## config.mk

```make
export PLATFORM = sky130hd
export DESIGN_NAME = lead_one_enc_pipe
export DESIGN_NICKNAME = d
export VERILOG_FILES = /design/src/rtl/lead_one_enc_pipe.sv
export SDC_FILE = /design/constraint.sdc
export NUM_CORES = 1
export LEC_CHECK = 0
export CELL_PAD_IN_SITES_DETAIL_PLACEMENT = 1
export CELL_PAD_IN_SITES_GLOBAL_PLACEMENT = 1
export CORE_UTILIZATION = 35
export CTS_CLUSTER_DIAMETER = 150
export DETAILED_ROUTE_END_ITERATION = 10
export PLACE_DENSITY_LB_ADDON = 0.2
export SYNTH_ARGS = -nofsm -noshare
export SYNTH_HDL_FRONTEND = slang
export SYNTH_SLANG_ARGS = --single-unit
```

## constraint.sdc

```tcl
create_clock -name clk -period 1.5 [get_ports clk]
set_input_delay 0.3 -clock clk [delete_from_list [all_inputs] [get_ports clk]]
set_output_delay 0.3 -clock clk [all_outputs]
set_load 0.02 [all_outputs]
```

## src/rtl/lead_one_enc_pipe.sv

```systemverilog
// Two-stage, group-based leading-one encoder with valid/ready handshakes on both sides.
// Define LOD_NORM_EN to add the out_norm port, the S1 data register and the normalising shifter.
module lead_one_enc_pipe #(
   parameter  int WIDTH = 16,
   parameter  int GROUP = 4,
   localparam int IW    = $clog2(WIDTH)
) (
   input  logic             clk,
   input  logic             rst_n,
   input  logic             in_valid,
   output logic             in_ready,
   input  logic [WIDTH-1:0] in_data,
   input  logic             in_lsb,
   output logic             out_valid,
   input  logic             out_ready,
   output logic [IW-1:0]    out_idx,
`ifdef LOD_NORM_EN
   output logic [WIDTH-1:0] out_norm,
`endif
   output logic             out_zero
);
   localparam int NG = WIDTH / GROUP;
   localparam int LW = $clog2(GROUP);

   logic                  s2_adv;
   logic                  s1_adv;
   logic                  s1_valid_reg;
   logic                  s1_lsb_reg;
   logic [NG-1:0]         s1_any_reg;
   logic [NG-1:0][LW-1:0] s1_idx_reg;
   logic [NG-1:0]         grp_any_next;
   logic [NG-1:0][LW-1:0] grp_idx_next;
   logic                  s2_valid_reg;
   logic [IW-1:0]         out_idx_reg;
   logic [IW-1:0]         out_idx_next;
   logic                  out_zero_reg;
   logic                  out_zero_next;

   assign s2_adv    = !s2_valid_reg || out_ready;
   assign s1_adv    = !s1_valid_reg || s2_adv;
   assign in_ready  = s1_adv;
   assign out_valid = s2_valid_reg;
   assign out_idx   = out_idx_reg;
   assign out_zero  = out_zero_reg;

   // Stage 1: each group reports whether it holds a one and where its local winner sits.
   for (genvar gi = 0; gi < NG; gi++) begin : g_grp
      logic [GROUP-1:0] slice;
      logic [LW-1:0]    lidx;

      assign slice = in_data[gi*GROUP +: GROUP];

      always_comb begin
         lidx = '0;
         if (in_lsb) begin
            for (int b = GROUP - 1; b >= 0; b--) begin
               if (slice[b]) lidx = LW'(b);
            end
         end else begin
            for (int b = 0; b < GROUP; b++) begin
               if (slice[b]) lidx = LW'(b);
            end
         end
      end

      assign grp_any_next[gi] = |slice;
      assign grp_idx_next[gi] = lidx;
   end

   always_ff @(posedge clk) begin
      if (!rst_n) begin
         s1_valid_reg <= 1'b0;
         s1_lsb_reg   <= 1'b0;
         s1_any_reg   <= '0;
         s1_idx_reg   <= '0;
      end else if (s1_adv) begin
         s1_valid_reg <= in_valid;
         if (in_valid) begin
            s1_lsb_reg <= in_lsb;
            s1_any_reg <= grp_any_next;
            s1_idx_reg <= grp_idx_next;
         end
      end
   end

   // Stage 2: pick the winning group; last assignment in scan order wins.
   always_comb begin
      out_idx_next  = '0;
      out_zero_next = ~|s1_any_reg;
      if (s1_lsb_reg) begin
         for (int g = NG - 1; g >= 0; g--) begin
            if (s1_any_reg[g]) out_idx_next = IW'(g * GROUP) + IW'(s1_idx_reg[g]);
         end
      end else begin
         for (int g = 0; g < NG; g++) begin
            if (s1_any_reg[g]) out_idx_next = IW'(g * GROUP) + IW'(s1_idx_reg[g]);
         end
      end
   end

   always_ff @(posedge clk) begin
      if (!rst_n) begin
         s2_valid_reg <= 1'b0;
         out_idx_reg  <= '0;
         out_zero_reg <= 1'b0;
      end else if (s2_adv) begin
         s2_valid_reg <= s1_valid_reg;
         if (s1_valid_reg) begin
            out_idx_reg  <= out_idx_next;
            out_zero_reg <= out_zero_next;
         end
      end
   end

`ifdef LOD_NORM_EN
   logic [WIDTH-1:0] s1_data_reg;
   logic [WIDTH-1:0] out_norm_reg;
   logic [WIDTH-1:0] out_norm_next;

   // A zero word shifts to zero in either direction, so no special case is needed.
   always_comb begin
      out_norm_next = '0;
      if (s1_lsb_reg) out_norm_next = s1_data_reg >> out_idx_next;
      else            out_norm_next = s1_data_reg << (IW'(WIDTH - 1) - out_idx_next);
   end

   always_ff @(posedge clk) begin
      if (!rst_n) begin
         s1_data_reg  <= '0;
         out_norm_reg <= '0;
      end else begin
         if (s1_adv && in_valid)       s1_data_reg  <= in_data;
         if (s2_adv && s1_valid_reg)   out_norm_reg <= out_norm_next;
      end
   end

   assign out_norm = out_norm_reg;
`endif

endmodule
```

Word-level counts from Yosys, hierarchy flattened
Index checks and enable logic that the tools add are counted.
{ "classes": {"n_reduce_logical": 12, "n_mux": 41, "n_addsub": 3} }
{ "op_table": {"columns": ["cell", "n"], "rows": [
  ["$mux W2", 29],
  ["$mux W4", 8],
  ["$reduce_or A4 Y1", 5],
  ["$add A3 B2 Y4 const A", 1],
  ["$add A3 B3 Y4 const A", 1],
  ["$add A4 B2 Y4 const A", 1],
  ["$mux W1", 4],
  ["$reduce_and A2 Y1", 2],
  ["$logic_not A1 Y1", 3],
  ["$logic_or A1 B1 Y1", 2]
]} }
{ "totals": {"inputBits": 21, "wordCells": 66, "register_bits": 20, "out_inout_bits": 7} }

Depth between registers and ports, before layout
{ "logic_depth": {"depth_word": 6, "ltp_mapped": 5} }

Worst setup path before layout
OpenSTA, ideal clock, no wires.
{ "synth_path": {"kind": "flip-flop to flip-flop", "from": "reg s2_valid_reg (netlist: out_valid)", "to": "reg s1_idx_reg[1] (netlist bit)", "slack_ns": 0.064, "n_path_buf": 1, "arrival_time_ns": 1.311, "setup_ns": 0.125, "stages_incl_launch_ff": 6, "path_cell_list": "dfxtp_1 -> nand3b_1 -> and2_1 -> buf_4 -> o211ai_1 -> a21boi_0"} }
{ "synth_between": {"elab_chain_cells": 4} }
{ "synth_lines": {"columns": ["item", "line", "source"], "rows": [
  ["start: declaration", "33", "logic s2_valid_reg;"],
  ["start signal: assignment", "107", "s2_valid_reg <= s1_valid_reg;"],
  ["$logic_not A1 Y1", "39", "assign s2_adv = !s2_valid_reg || out_ready;"],
  ["$logic_or A1 B1 Y1", "39", null],
  ["$logic_or A1 B1 Y1", "40", "assign s1_adv = !s1_valid_reg || s2_adv;"],
  ["via in_ready", "11", "output logic in_ready,"],
  ["$reduce_and A2 Y1 (no source line)", null, null],
  ["end signal: assignment", "81", "s1_idx_reg <= grp_idx_next;"],
  ["end: declaration", "30", "logic [NG-1:0][LW-1:0] s1_idx_reg;"]
]} }
The timed path passes the listed nets, and every way through them passes these cells.
A chain may end at the register's enable or synchronous reset.

Worst setup path after layout
{ "layout_path": {"from": "in out_ready", "to": "out in_ready"} }
{ "layout_between": {"elab_chain_cells": 2} }
{ "layout_lines": {"columns": ["item", "line", "source"], "rows": [
  ["start: declaration", "15", "input logic out_ready,"],
  ["$logic_or A1 B1 Y1", "39", null],
  ["$logic_or A1 B1 Y1", "40", null],
  ["end: declaration", "11", null]
]} }
Every way passes these cells.

==> out/qor.yml <==
place_area_um2: 1450
rsz0062_at_grt: "false"
via_per_inst: 5.85
final.period_utilization_pct: 97.5
num_rows: 19
ys_seq_elements: 20
hold_class: "register to register"
ff2ff_path_depth: 4
required_ns: 1.20
maxSlewHeadroom_pct: 76.1
root_buffer: "clkbuf_4"
use_met2_pct: 36.6
dieHeight_um: 57.8
tightestPinTransition_ns: 0.358
setup_viol: 0
grt_overflow_total: 0
drc: 0
worst_hold_slack_ns: 0.468
synth_common_cells: "dfxtp_1, nand2_1, inv_1, a21boi_0"
max_stage_delay_ns: 0.47
start_kind: "input pin"
place.detailed.hpwl_mm: 2.52
wl_mm: 3.35
power_leakage_nw: 0.601
grt_antenna_before_repair: 0
numCtsBuffers: 3
clk-insertion-delay-late_ns: 0.32
synth_ff_type: "dfxtp_1"
drive_gt1_share_pct: 13.9
htreeDepth: 1
grt_pass1_wl_mm: 5.34
synth_top_area_share_pct: 36.7
port_buffers: 27
initial_core_util_pct: 38.2
yosys.cell_count.top_type: "dfxtp_1"
grt_start_max_net_pins: 14
n_antenna_cell: 0
gp_congestion: 0.870
period_needed_ns: 1.46
ant_nets: 0
synth_area_leaders: "dfxtp_1, nand2_1, a21boi_0"
synth_cells: 133
synth_area_leader_cell: "dfxtp_1"
worstReg2RegStart: "s1_any_reg[1]$_SDFFE_PN0P_"
final-max-slew-violation-count: 0
hold_viol: 0
synth_edf_count: 0
worst_ep_arrival_time_ns: 1.16
rrSetupSlack_ns: 0.09
min_path_cells: 2
via_count: 1152
status: "finished, final reports clean"
synthesis.area_um2: 1090
grt_pass1_vias: 1210
synth-async-reset-ratio_pct: 0
fin_area_um2: 1520
die_w_um: 57.8
cts.path.max_buffers: 2
hold_start: "out_idx[3]$_SDFFE_PN0P_"
largest_reg_flops: 8
post_drt_wl_per_cell_um: 17.0
yosysSeqAreaShare_pct: 36.7
synth.distinct_cells: 37
criticalPathCategory: "input pin to primary output"
critPathSlowestCell: "clkdlybuf4s50_1"
syn_nets: 154
use_met1_pct: 24.4
powerDensity_nw_per_um2: 765
use_met3_pct: 4.46
path_cells: "clkdlybuf4s50_1 -> nand3b_1 -> clkdlybuf4s15_2"
r2r-end: "out_idx[0]$_SDFFE_PN0P_"
min_delay_worst_endpoint: "out_idx[3]$_SDFFE_PN0P_"
drt_iter0_drc: 28
fmaxAchievable_mhz: 684
final_net_count: 189
avgSynthCellArea_um2: 8.20
maxCapViolCount: 0
critPathMaxFanout: 2
yosysWarnings: 0
cts_tree: "built"
crit_path_end_kind: "primary output"
peakVddDrop_mv: 0.465
io_pins: 28
dr.pass1.iters: 4
die-area_um2: 3340
areaGrowthSynthToFinish_pct: 39.7
finalClockSkew_ns: 0.00873
grtUsageTotal_pct: 20.9
cts_sinks: 20
busiest_layer: "met2"
path_clk_slew_ns: 0.11
core_area_um2: 2850
-- repair_timing --
item                                   4_1_cts  5_1_grt
gates resized for setup                     13        8
setup endpoints to repair                   20        2
hold buffers                                 0        0
endpoints found under the hold margin        0        0
setup buffers                                0        1
pin swaps                                    0        2
-- worst max path at each step --
stage	slack, ns	to	startpoint	depth (start not counted)
3_5_place_dp	-0.42	out_idx[0]$_SDFFE_PN0P_	out_ready	5
5_1_grt	0.01	s1_idx_reg[1]$_SDFFE_PN0P_	out_ready	6
4_1_cts	0.002	out_idx[0]$_SDFFE_PN0P_	s1_any_reg[1]$_SDFFE_PN0P_	4
3_3_place_gp	-0.34	s1_idx_reg[3]$_SDFFE_PN0P_	out_ready	6
2_1_floorplan	0.06	s1_idx_reg[1]$_SDFFE_PN0P_	out_valid$_SDFFE_PN0P_	5
6_report	0.04	in_ready	out_ready	3
-- final cells by class --
class,count,area [um2]
Sequential cell,20,407
Clock buffer,3,22.5
Timing Repair Buffer,38,359
Multi-Input combinational cell,93,652
Inverter,12,45.0
Fill cell,339,1330
Tap cell,31,38.8
-- metal layers --
metal | wire length [um] | vias to the layer above
li1 | - | 560
met1 | 1480 | 562
met2 | 1690 | 24
met3 | 116 | 6
met4 | 53 | 0
met5 | 0 | -
-- placed cells by master, fill, tap and decap left out, types with 2 or more instances in the layout --
cell,netlist,routed
dfxtp_1,20,17
dfxtp_2,0,2
a21boi_1,8,8
and3b_1,2,2
o41ai_1,4,4
clkbuf_4,0,3
a2111oi_4,0,2
o221ai_1,4,4
a211o_1,2,2
o211ai_1,4,4
inv_1,12,12
a211oi_1,2,2
nand2_1,19,19
a21boi_0,9,9
a21oi_1,8,8
nor2b_1,2,2
buf_4,2,10
o21ai_0,8,8
clkdlybuf4s50_1,0,20
dlygate4sd2_1,0,6
-- worst max-delay path, delay by kind of cell --
family / cells / cell delay (ns)
buf+inv: 2 / 0.74
simple gates: 1 / 0.12
-- cell families after synthesis --
kind of cell           share of synthesized area (%)
buffers and inverters                           8.03
and+or+nand+nor                                 15.1
AOI/OAI and AO/OA                               39.2
muxes                                          0.917
DFF                                             36.7
-- through the flow --
step | power [mW] | setup TNS (ns) | cells | utilization [%] | setup WS [ns]
after floorplan | 0.738 | 0 | 133 | - | 0.0641
after global placement | 0.868 | -4.75 | 193 | 50.7 | -0.344
after detailed placement | 0.883 | -5.97 | 193 | 50.7 | -0.425
after CTS | 1.15 | 0 | 196 | 51.7 | 0.00151
after global routing | 1.24 | 0 | 197 | 53.4 | 0.0135
final | 1.17 | 0 | 197 | 53.4 | 0.0381
-- power breakdown --
part	internal, mW	leakage, nW	switching (mW)
sequential	0.565	0.166	0.0425
combinational	0.145	0.421	0.137
clock	0.0943	0.0138	0.181
(Power assumes the default switching activity.)
